## config.mk

```make
export PLATFORM = sky130hd
export DESIGN_NAME = gpu_net_tx_arbiter_flat
export DESIGN_NICKNAME = d
export VERILOG_FILES = /design/src/rtl/gpu_net_tx_arbiter_if.sv /design/src/rtl/gpu_net_tx_arbiter.sv /design/src/flat_wrapper.sv
export SDC_FILE = /design/constraint.sdc
export NUM_CORES = 1
export LEC_CHECK = 0
export ABC_CLOCK_PERIOD_IN_PS = 2400
export CAP_MARGIN = 30
export CORE_MARGIN = 10
export CORE_UTILIZATION = 40
export DETAILED_ROUTE_END_ITERATION = 10
export PLACE_DENSITY_LB_ADDON = 0.25
export RECOVER_POWER = 50
export SLEW_MARGIN = 30
export SYNTH_ARGS = -nofsm -noshare
export SYNTH_HDL_FRONTEND = slang
export SYNTH_SLANG_ARGS = --single-unit
```

## constraint.sdc

```tcl
create_clock -name ACLK -period 2.4 [get_ports ACLK]
set_input_delay 0.36 -clock ACLK [delete_from_list [all_inputs] [get_ports ACLK]]
set_output_delay 0.36 -clock ACLK [all_outputs]
set_load 0.02 [all_outputs]
```

## src/rtl/gpu_net_tx_arbiter_if.sv

```systemverilog
// Requester-side and NI-side transmit signals of one GPU node.
// master: the arbiter's view, which drives req_ready and the NI output register.
// slave: the surrounding logic's view, which drives requests and net_ready_in.
interface gpu_net_tx_arbiter_if #(
    parameter int NUM_REQ = 4
);
    logic [NUM_REQ-1:0]    req_valid;
    logic [NUM_REQ-1:0]    req_lock;
    logic [16*NUM_REQ-1:0] req_flit;
    logic [NUM_REQ-1:0]    req_ready;
    logic [15:0]           net_data_out;
    logic                  net_valid_out;
    logic                  net_ready_in;

    modport master (
        input  req_valid, req_lock, req_flit, net_ready_in,
        output req_ready, net_data_out, net_valid_out
    );

    modport slave (
        output req_valid, req_lock, req_flit, net_ready_in,
        input  req_ready, net_data_out, net_valid_out
    );
endinterface

```

## src/rtl/gpu_net_tx_arbiter.sv

```systemverilog
// Round-robin arbiter sharing one 16-bit NI transmit port among NUM_REQ
// requesters. It supports locked bursts with forced rotation after MAX_BURST
// flits. Self-addressed flits are swallowed and counted.
module gpu_net_tx_arbiter #(
    parameter int NUM_REQ   = 4,
    parameter int GPU_ID    = 10,
    parameter int MAX_BURST = 4,
    parameter int GRANT_W   = 2
) (
    input  logic               ACLK,
    input  logic               ARESETn,
    gpu_net_tx_arbiter_if.master bus,
    output logic [GRANT_W-1:0] grant_id,
    output logic               loop_drop,
    output logic [7:0]         drop_cnt
);
    localparam logic [5:0] SELF_ID = 6'(GPU_ID);
    localparam logic [3:0] MAX_B   = 4'(MAX_BURST);

    typedef enum logic {UNLOCKED, LOCKED} lock_state_t;

    lock_state_t        state_reg, state_next;
    logic [GRANT_W-1:0] lock_owner_reg, lock_owner_next;
    logic [3:0]         burst_cnt_reg, burst_cnt_next;
    logic [GRANT_W-1:0] rr_ptr_reg;
    logic [GRANT_W-1:0] grant_reg;
    logic [15:0]        net_data_reg;
    logic               net_valid_reg;
    logic               loop_drop_reg;
    logic [7:0]         drop_cnt_reg;

    logic               accept;
    logic               sel_found;
    logic [GRANT_W-1:0] sel;
    logic               hs;
    logic [15:0]        sel_flit;
    logic               sel_lock;
    logic               is_drop;

    // The output register can take a new flit when empty or draining this edge.
    assign accept   = !net_valid_reg || bus.net_ready_in;
    assign hs       = accept && sel_found;
    assign sel_flit = bus.req_flit[int'(sel)*16 +: 16];
    assign sel_lock = bus.req_lock[sel];
    assign is_drop  = (sel_flit[15:10] == SELF_ID);

    // Choose the requester to serve: the lock owner only, or round-robin after rr_ptr.
    always_comb begin
        int idx;
        sel       = '0;
        sel_found = 1'b0;
        idx       = 0;
        if (state_reg == LOCKED) begin
            sel       = lock_owner_reg;
            sel_found = bus.req_valid[lock_owner_reg];
        end else begin
            for (int i = 1; i <= NUM_REQ; i++) begin
                idx = int'(rr_ptr_reg) + i;
                if (idx >= NUM_REQ) idx = idx - NUM_REQ;
                if (!sel_found && bus.req_valid[idx]) begin
                    sel_found = 1'b1;
                    sel       = GRANT_W'(idx);
                end
            end
        end
    end

    // One-hot ready to the selected requester. Ready is forced low during reset.
    generate
        for (genvar gi = 0; gi < NUM_REQ; gi++) begin : g_ready
            assign bus.req_ready[gi] = ARESETn && accept && sel_found && (sel == GRANT_W'(gi));
        end
    endgenerate

    // Lock state register.
    always_ff @(posedge ACLK or negedge ARESETn) begin
        if (!ARESETn) begin
            state_reg      <= UNLOCKED;
            lock_owner_reg <= '0;
            burst_cnt_reg  <= '0;
        end else begin
            state_reg      <= state_next;
            lock_owner_reg <= lock_owner_next;
            burst_cnt_reg  <= burst_cnt_next;
        end
    end

    // Lock transitions: take the lock on a locked handshake, and drop it on the last flit, burst limit or idle unlock.
    always_comb begin
        state_next      = state_reg;
        lock_owner_next = lock_owner_reg;
        burst_cnt_next  = burst_cnt_reg;
        case (state_reg)
            UNLOCKED: begin
                // With a burst limit of one, the first flit already exhausts the lock.
                if (hs && sel_lock && (MAX_B > 4'd1)) begin
                    state_next      = LOCKED;
                    lock_owner_next = sel;
                    burst_cnt_next  = 4'd1;
                end
            end
            LOCKED: begin
                if (hs) begin
                    if (!sel_lock || (burst_cnt_reg + 4'd1 >= MAX_B)) begin
                        state_next     = UNLOCKED;
                        burst_cnt_next = 4'd0;
                    end else begin
                        burst_cnt_next = burst_cnt_reg + 4'd1;
                    end
                end else if (!bus.req_valid[lock_owner_reg] && !bus.req_lock[lock_owner_reg]) begin
                    state_next     = UNLOCKED;
                    burst_cnt_next = 4'd0;
                end
            end
            default: state_next = UNLOCKED;
        endcase
    end

    // Output register, rotation pointer, grant and drop accounting.
    always_ff @(posedge ACLK or negedge ARESETn) begin
        if (!ARESETn) begin
            net_data_reg  <= '0;
            net_valid_reg <= 1'b0;
            rr_ptr_reg    <= GRANT_W'(NUM_REQ - 1);
            grant_reg     <= '0;
            loop_drop_reg <= 1'b0;
            drop_cnt_reg  <= '0;
        end else begin
            loop_drop_reg <= hs && is_drop;
            if (hs) begin
                rr_ptr_reg <= sel;
                grant_reg  <= sel;
                if (is_drop) begin
                    // Any older flit has left this edge because accept was high.
                    net_valid_reg <= 1'b0;
                    if (drop_cnt_reg != 8'hFF) drop_cnt_reg <= drop_cnt_reg + 8'd1;
                end else begin
                    net_data_reg  <= sel_flit;
                    net_valid_reg <= 1'b1;
                end
            end else if (accept) begin
                net_valid_reg <= 1'b0;
            end
        end
    end

    assign bus.net_data_out  = net_data_reg;
    assign bus.net_valid_out = net_valid_reg;
    assign grant_id          = grant_reg;
    assign loop_drop         = loop_drop_reg;
    assign drop_cnt          = drop_cnt_reg;
endmodule

```

## src/flat_wrapper.sv

```systemverilog
// flat-port wrapper written by rule: the top's interface ports become plain ports
module gpu_net_tx_arbiter_flat 
#(
    parameter int NUM_REQ   = 4,
    parameter int GPU_ID    = 10,
    parameter int MAX_BURST = 4,
    parameter int GRANT_W   = 2
)
  (ACLK, ARESETn, grant_id, loop_drop, drop_cnt, bus_req_valid, bus_req_lock, bus_req_flit, bus_net_ready_in, bus_req_ready, bus_net_data_out, bus_net_valid_out);
  gpu_net_tx_arbiter_if #(.NUM_REQ(NUM_REQ)) bus_i ();
  input  logic ACLK;
  input  logic ARESETn;
  output logic [GRANT_W-1:0] grant_id;
  output logic loop_drop;
  output logic [7:0] drop_cnt;
  input wire logic [$bits(bus_i.req_valid)-1:0] bus_req_valid;
  input wire logic [$bits(bus_i.req_lock)-1:0] bus_req_lock;
  input wire logic [$bits(bus_i.req_flit)-1:0] bus_req_flit;
  input wire logic [$bits(bus_i.net_ready_in)-1:0] bus_net_ready_in;
  output wire logic [$bits(bus_i.req_ready)-1:0] bus_req_ready;
  output wire logic [$bits(bus_i.net_data_out)-1:0] bus_net_data_out;
  output wire logic [$bits(bus_i.net_valid_out)-1:0] bus_net_valid_out;
  assign bus_i.req_valid = bus_req_valid;
  assign bus_i.req_lock = bus_req_lock;
  assign bus_i.req_flit = bus_req_flit;
  assign bus_i.net_ready_in = bus_net_ready_in;
  assign bus_req_ready = bus_i.req_ready;
  assign bus_net_data_out = bus_i.net_data_out;
  assign bus_net_valid_out = bus_i.net_valid_out;
  gpu_net_tx_arbiter #(.NUM_REQ(NUM_REQ), .GPU_ID(GPU_ID), .MAX_BURST(MAX_BURST), .GRANT_W(GRANT_W)) u_core (.ACLK(ACLK), .ARESETn(ARESETn), .bus(bus_i), .grant_id(grant_id), .loop_drop(loop_drop), .drop_cnt(drop_cnt));
endmodule
```

* After elaboration in Yosys (flattened, before gate mapping)
Index checks and enable logic that the tools add are counted.
** Word-level totals
- Register bits :: 37
- Bits of input ports :: 75
- Output and inout port bits :: 32
- Logic and storage cells :: 120
** Operators by class
- $add $sub $neg :: 10
- Order comparisons :: 11
- Equal/unequal tests :: 7
- Shifts and indexed selects :: 1
- Muxes and demuxes :: 52
- Bitwise operators :: 2
- Reductions and logical operators :: 28
** Operator list (number)
- $mux W32 :: 8
- $ge A32 B4 Y1 const B :: 4
- $lt A32 B4 Y1 const B :: 4
- $sub A32 B4 Y32 const B :: 4
- $shiftx A64 B7 Y16 :: 1
- $mux W1 :: 26
- $mux W4 :: 4
- $bmux W1 S2 :: 7
- $logic_and A1 B1 Y1 :: 13
- $mux W2 :: 5
- $add A8 B1 Y8 const B :: 1
- $ne A8 B8 Y1 const B :: 1
- $pmux W4 S2 :: 1
- $logic_not A1 Y1 :: 7
- $add A2 B2 Y3 const B :: 2
- $eq A6 B4 Y1 const B :: 1
- $lt A2 B3 Y1 const B :: 2
- $reduce_and A2 Y1 :: 3
- $add A2 B3 Y4 const B :: 1
- $add A4 B1 Y4 const B :: 1
- $eq A2 B2 Y1 const B :: 2
- $ge A4 B3 Y1 const B :: 1
- $add A2 B1 Y3 const B :: 1
- $ne A3 B3 Y1 const B :: 1
- other kinds (8) :: 10

* Longest topological paths before layout
- Depth after elaboration :: 28
- Mapped depth :: 10
- Gate-level depth less buffers :: 6

* Least setup slack after synthesis
Ideal clock, no wire load.
- Path kind :: register -> output
- Start point :: register u_core.rr_ptr_reg[0]
- End point :: output port bus_req_ready[1]
- Arrival :: 2.115 ns
- Required time :: 2.040 ns
- Slack :: -0.075 ns
- Cell stages (with the launch flop) :: 8
- Path buffers :: 2
- Cell sequence :: dfstp_2 > or3b_1 > and2_4 > a31oi_1 > buf_2 > buf_2 > nand3_1 > nor2_1
** Between the ends
- Longest elaborated chain between the ends :: 23
- Elaborated cells on any way between the ends :: 54
- Classes of those cells :: add/sub: 8; order compare: 4; eq/ne: 1; mux: 33; reduce/logical: 8
** RTL lines
- start, declared :: RTL line gpu_net_tx_arbiter.sv:25 : logic [GRANT_W-1:0] rr_ptr_reg;
- start signal, assigned :: RTL line gpu_net_tx_arbiter.sv:124 : rr_ptr_reg <= GRANT_W'(NUM_REQ - 1);
- start signal, assigned :: RTL line gpu_net_tx_arbiter.sv:131 : rr_ptr_reg <= sel;
- $add A2 B1 Y3 :: RTL line gpu_net_tx_arbiter.sv:58 : idx = int'(rr_ptr_reg) + i;
- $sub A32 B4 Y32 or $ge A32 B4 Y1 (tied branches) :: RTL line gpu_net_tx_arbiter.sv:59 : if (idx >= NUM_REQ) idx = idx - NUM_REQ;
- $mux W32 :: RTL line gpu_net_tx_arbiter.sv:59
- $mux W32 :: RTL line gpu_net_tx_arbiter.sv:53 : if (state_reg == LOCKED) begin
- $bmux W1 S2 :: RTL line gpu_net_tx_arbiter.sv:60 : if (!sel_found && bus.req_valid[idx]) begin
- $mux W1 (not written as such) (2 in series) :: RTL line gpu_net_tx_arbiter.sv:60
- $mux W1 :: RTL line gpu_net_tx_arbiter.sv:60
- $mux W1 :: RTL line gpu_net_tx_arbiter.sv:53
- (+6 left out)
- $mux W1 :: RTL line gpu_net_tx_arbiter.sv:60
- $mux W1 :: RTL line gpu_net_tx_arbiter.sv:53
- $logic_not A1 Y1 :: RTL line gpu_net_tx_arbiter.sv:60
- $logic_and A1 B1 Y1 :: RTL line gpu_net_tx_arbiter.sv:60
- $mux W2 or $mux W1 (tied branches) :: RTL line gpu_net_tx_arbiter.sv:60
- $mux W2 or $mux W1 (tied branches) :: RTL line gpu_net_tx_arbiter.sv:53
- $eq A2 B1 Y1 or $logic_and A1 B1 Y1 (tied branches) :: RTL line gpu_net_tx_arbiter.sv:71 : assign bus.req_ready[gi] = ARESETn && accept && sel_found && (sel == GRANT_W'(gi));
- $logic_and A1 B1 Y1 (*) :: RTL line gpu_net_tx_arbiter.sv:71
- end, declared :: RTL line flat_wrapper.sv:20 : output wire logic [$bits(bus_i.req_ready)-1:0] bus_req_ready;
Every way passes the cells marked *; elsewhere a longest branch is shown, timed or not. The select of a mux whose other input is x is not followed.

* Worst setup path in the final report
- Start point :: register u_core.rr_ptr_reg[1]
- End point :: register u_core.drop_cnt_reg[7], in the netlist u_core.drop_cnt[7]
** Between the ends
- Longest elaborated chain between the ends :: 24
- Elaborated cells on any way between the ends :: 55
- Classes of those cells :: add/sub: 8; order compare: 4; eq/ne: 1; shift: 1; mux: 33; reduce/logical: 8
** RTL lines
- $add A2 B1 Y3 :: RTL line gpu_net_tx_arbiter.sv:58
- $sub A32 B4 Y32 or $ge A32 B4 Y1 (tied branches) :: RTL line gpu_net_tx_arbiter.sv:59
- $mux W32 :: RTL line gpu_net_tx_arbiter.sv:59
- $mux W32 :: RTL line gpu_net_tx_arbiter.sv:53
- $bmux W1 S2 :: RTL line gpu_net_tx_arbiter.sv:60
- $mux W1 (not written as such) (2 in series) :: RTL line gpu_net_tx_arbiter.sv:60
- $mux W1 :: RTL line gpu_net_tx_arbiter.sv:60
- $mux W1 :: RTL line gpu_net_tx_arbiter.sv:53
- (+7 left out)
- $mux W1 :: RTL line gpu_net_tx_arbiter.sv:53
- $logic_not A1 Y1 :: RTL line gpu_net_tx_arbiter.sv:60
- $logic_and A1 B1 Y1 :: RTL line gpu_net_tx_arbiter.sv:60
- $mux W2 :: RTL line gpu_net_tx_arbiter.sv:60
- $mux W2 :: RTL line gpu_net_tx_arbiter.sv:53
- $shiftx A64 B7 Y16 :: RTL line gpu_net_tx_arbiter.sv:43 : assign sel_flit = bus.req_flit[int'(sel)*16 +: 16];
- $eq A6 B4 Y1 :: RTL line gpu_net_tx_arbiter.sv:45 : assign is_drop = (sel_flit[15:10] == SELF_ID);
- $reduce_and A3 Y1 (no source line) (*)
- end signal, assigned :: RTL line gpu_net_tx_arbiter.sv:136 : if (drop_cnt_reg != 8'hFF) drop_cnt_reg <= drop_cnt_reg + 8'd1;
- end, declared :: RTL line gpu_net_tx_arbiter.sv:30 : logic [7:0] drop_cnt_reg;
Marks and branches as above.
A chain may end at the register's enable or synchronous reset.

==> summary.md <==
| Metric | Value |
|---|---|
| Fraction of layout cells with a size suffix above 1 | 37.3% |
| Placed cell area | 0.00424 mm2 |
| Post-route ant nets | 0 |
| Remaining global-route overflow | 0 |
| Design Area, Final | 0.00500 mm2 |
| Full die area | 0.0104 mm2 |
| Tmin final | 2.60 ns |
| # port buffers | 106 |
| Count of cell types in the netlist | 60 |
| Worst vdd ir | 721 uV |
| HP Start | u_core.grant_id[0] |
| Final Hold Viols | 0 |
| Root Buffer | clkbuf_8 |
| Hold Path Depth | 2 |
| Vias in the first global route | 3245 |
| R2R Path End | u_core.drop_cnt[7] |
| Layout Nets | 516 |
| H-tree level count | 2 |
| Sequential-to-total area share from yosys stat | 34.4% |
| Chip Width | 102 um |
| Total CTS buffers | 5 |
| Clk sinks | 37 |
| Syn_area_per_cell | 10.7 um2 |
| Worst Path Max Fanout | 6 |
| GRT Util Overall | 19.8% |
| Fin util | 77.4% |
| Initial DRC Count | 100 |
| Vias | 2902 |
| Largest register FFs | 16 |
| Worst Setup End Kind | flop |
| Startpoint types | flop |
| Outcome | complete, but fails checks |
| #FFs+latches synth | 37 |
| Clk buf depth | 2 |
| HP Class | flop to flop |
| Row cnt | 29 |
| Synth warn | 0 |
| Syn nets | 329 |
| Synth async-reset ratio | 100% |
| Diodes inserted | 0 |
| Achievable clock frequency | 0.385 GHz |
| Pin count of the biggest net entering global routing | 29 |
| Syn Std Cell Area | 0.00270 mm2 |
| DRC | 0 |
| CORE AREA | 0.00646 mm2 |
| Slew margin rel. | 48.2% |
| Required time of the critical path | 2.58 ns |
| Max-slew violation count | 0 |
| Violated checks | negative setup slack |
| Clock skew | 0.00625 ns |
| Worst R2R Setup Slack | -0.20 ns |
| FF-to-FF Start | u_core.rr_ptr_reg[1] |
| Number of flops mapped to enable cells by yosys | 0 |
| Clock-pin slew on the worst setup and hold paths | 0.08 ns |
| TritonCTS clock tree | done |
| FF-to-FF path depth | 9 |
| Via/cell ratio | 5.61 |
| Worst Hold End | u_core.grant_id[0] |
| Power per cell area | 1400 mW/mm2 |
| # IOs | 107 |
| Pre-Repair DR Iteration Count | 4 |
| Avg WL per Cell | 20.7 um |
| Initial antenna violation count | 0 |
| Detail Placement HPWL | 7.22 mm |
| Cells after synthesis | 252 |
| Setup slack after layout | -0.196 ns |
| Crit share post-route | 108% |
| Synthesis-to-layout area growth | 85.1% |
| Setup CP Type | flop to flop |
| DIE HEIGHT | 102 um |
| Starting Density | 41.8% |
| Slew at the pin with the worst max-slew slack | 0.777 ns |
| Insertion delay to the later sink of the worst-skew pair | 0.29 ns |
| Global-route wire length before repair | 16.4 mm |
| Crit path arrival time | 2.77 ns |
| Maxcap violations | 0 |
| Leakage | 0.00219 uW |
| Final WL | 10.7 mm |
| # setup viols final | 31 |
| Placer congestion estimate | 0.898 |
| RSZ-0062 raised after global routing | yes |
| Predominant post-synthesis flop cell | dfrtp_1 |
==> cell usage in the layout (no fill, tap or decap), types with 3 or more instances in the layout <==
cell type / netlist / layout
and3_1: 3 / 3
buf_6: 2 / 23
and2_1: 4 / 3
nand3_1: 7 / 5
o21ai_0: 4 / 3
nor2_1: 15 / 11
clkbuf_8: 0 / 7
buf_4: 1 / 63
mux2_4: 10 / 18
inv_1: 5 / 5
mux2i_1: 48 / 47
clkdlybuf4s50_1: 0 / 97
xor2_1: 4 / 4
a2111oi_4: 0 / 4
a21o_1: 4 / 3
mux4_2: 3 / 3
nor2_4: 0 / 3
dfrtp_1: 35 / 35
nand2b_1: 4 / 4
nand2_1: 19 / 17
nor3_1: 6 / 4
==> critical path: stages (launching register included) <==
cell      delay, ns
dfstp_2        0.40
or3b_4         0.41
buf_6          0.13
a22oi_2        0.23
buf_4          0.17
o31a_1         0.18
buf_6          0.16
a211oi_4       0.07
or4_4          0.43
mux2_4         0.31
==> power breakdown <==
part	internal (uW)	switching, uW
sequential	933	216
combinational	2930	2420
clock	260	230
total	4120	2860
==> worst max path at each step <==
stage / startpoint / to / cells after the start
2_1_floorplan: bus_req_valid[2] / u_core.bus.net_data_out[10] / 8
3_3_place_gp: bus_req_valid[1] / u_core.drop_cnt[1] / 9
3_5_place_dp: bus_req_valid[1] / u_core.drop_cnt[7] / 8
4_1_cts: u_core.rr_ptr_reg[0] / u_core.bus.net_data_out[7] / 10
5_1_grt: u_core.rr_ptr_reg[0] / u_core.bus.net_data_out[5] / 10
6_report: u_core.rr_ptr_reg[1] / u_core.drop_cnt[7] / 9
==> cell families (layout without fill, tap and decap cells) <==
family	after synthesis	after routing	synth area share (%)
muxes	69	69	29.2
AOI/OAI and AO/OA	42	42	13.7
xor gates and xnor gates	6	6	1.95
adders and majority gates	2	2	0.927
buffers and inverters	19	207	4.17
and+or+nand+nor	77	77	15.7
DFF	37	37	34.4
==> synthesized netlist by cell type (all sizes together) (5+ instances only) <==
cell	number	area share (%)
a2111oi	5	1.9
nor3	6	1.1
dfrtp	35	32
mux2i	48	18
and2	5	1.3
nand3	7	1.3
buf	10	2.9
inv	5	0.70
nor2	15	2.1
mux2	18	8.9
nand2	19	2.6
==> layer usage <==
| metal | GRT usage [%] | part of all wire, % |
|---|---|---|
| met1 | 20.8 | 37 |
| met3 | 7.83 | 9.7 |
| met5 | 0 | 0 |
| met2 | 34.6 | 51 |
| met4 | 8.68 | 2.7 |
==> final cells by class <==
type / instances / area (um2)
clock inverters: 1 / 5.00
multi-input cells: 196 / 1990
fillers: 424 / 1460
flip-flops and latches: 37 / 928
well taps: 77 / 96.3
clock buffers: 7 / 96.3
inverters: 5 / 18.8
repair buffers: 194 / 1860
==> metrics by stage <==
stage,worst slack (ns),hold slack (ns),cells,power [uW],setup TNS [ns]
2_1_floorplan,-0.0105,0.0644,252,3620,-0.105
3_3_place_gp,-0.636,0.265,480,5060,-18.63
3_5_place_dp,-0.676,0.266,480,5150,-19.66
4_1_cts,-0.119,0.487,504,6410,-2.30
5_1_grt,-0.249,0.537,517,7370,-5.88
6_report,-0.196,0.478,517,6990,-3.56
==> repair_timing <==
item | CTS | global route
gates resized for setup | 75 | 35
setup endpoints to repair | 34 | 34
hold buffers | 1 | 0
hold endpoints to repair | 8 | 0
gates cloned | 1 | 1
pin swaps | 15 | 24
setup buffers | 15 | 14
Power figures use the tool's default switching activity.
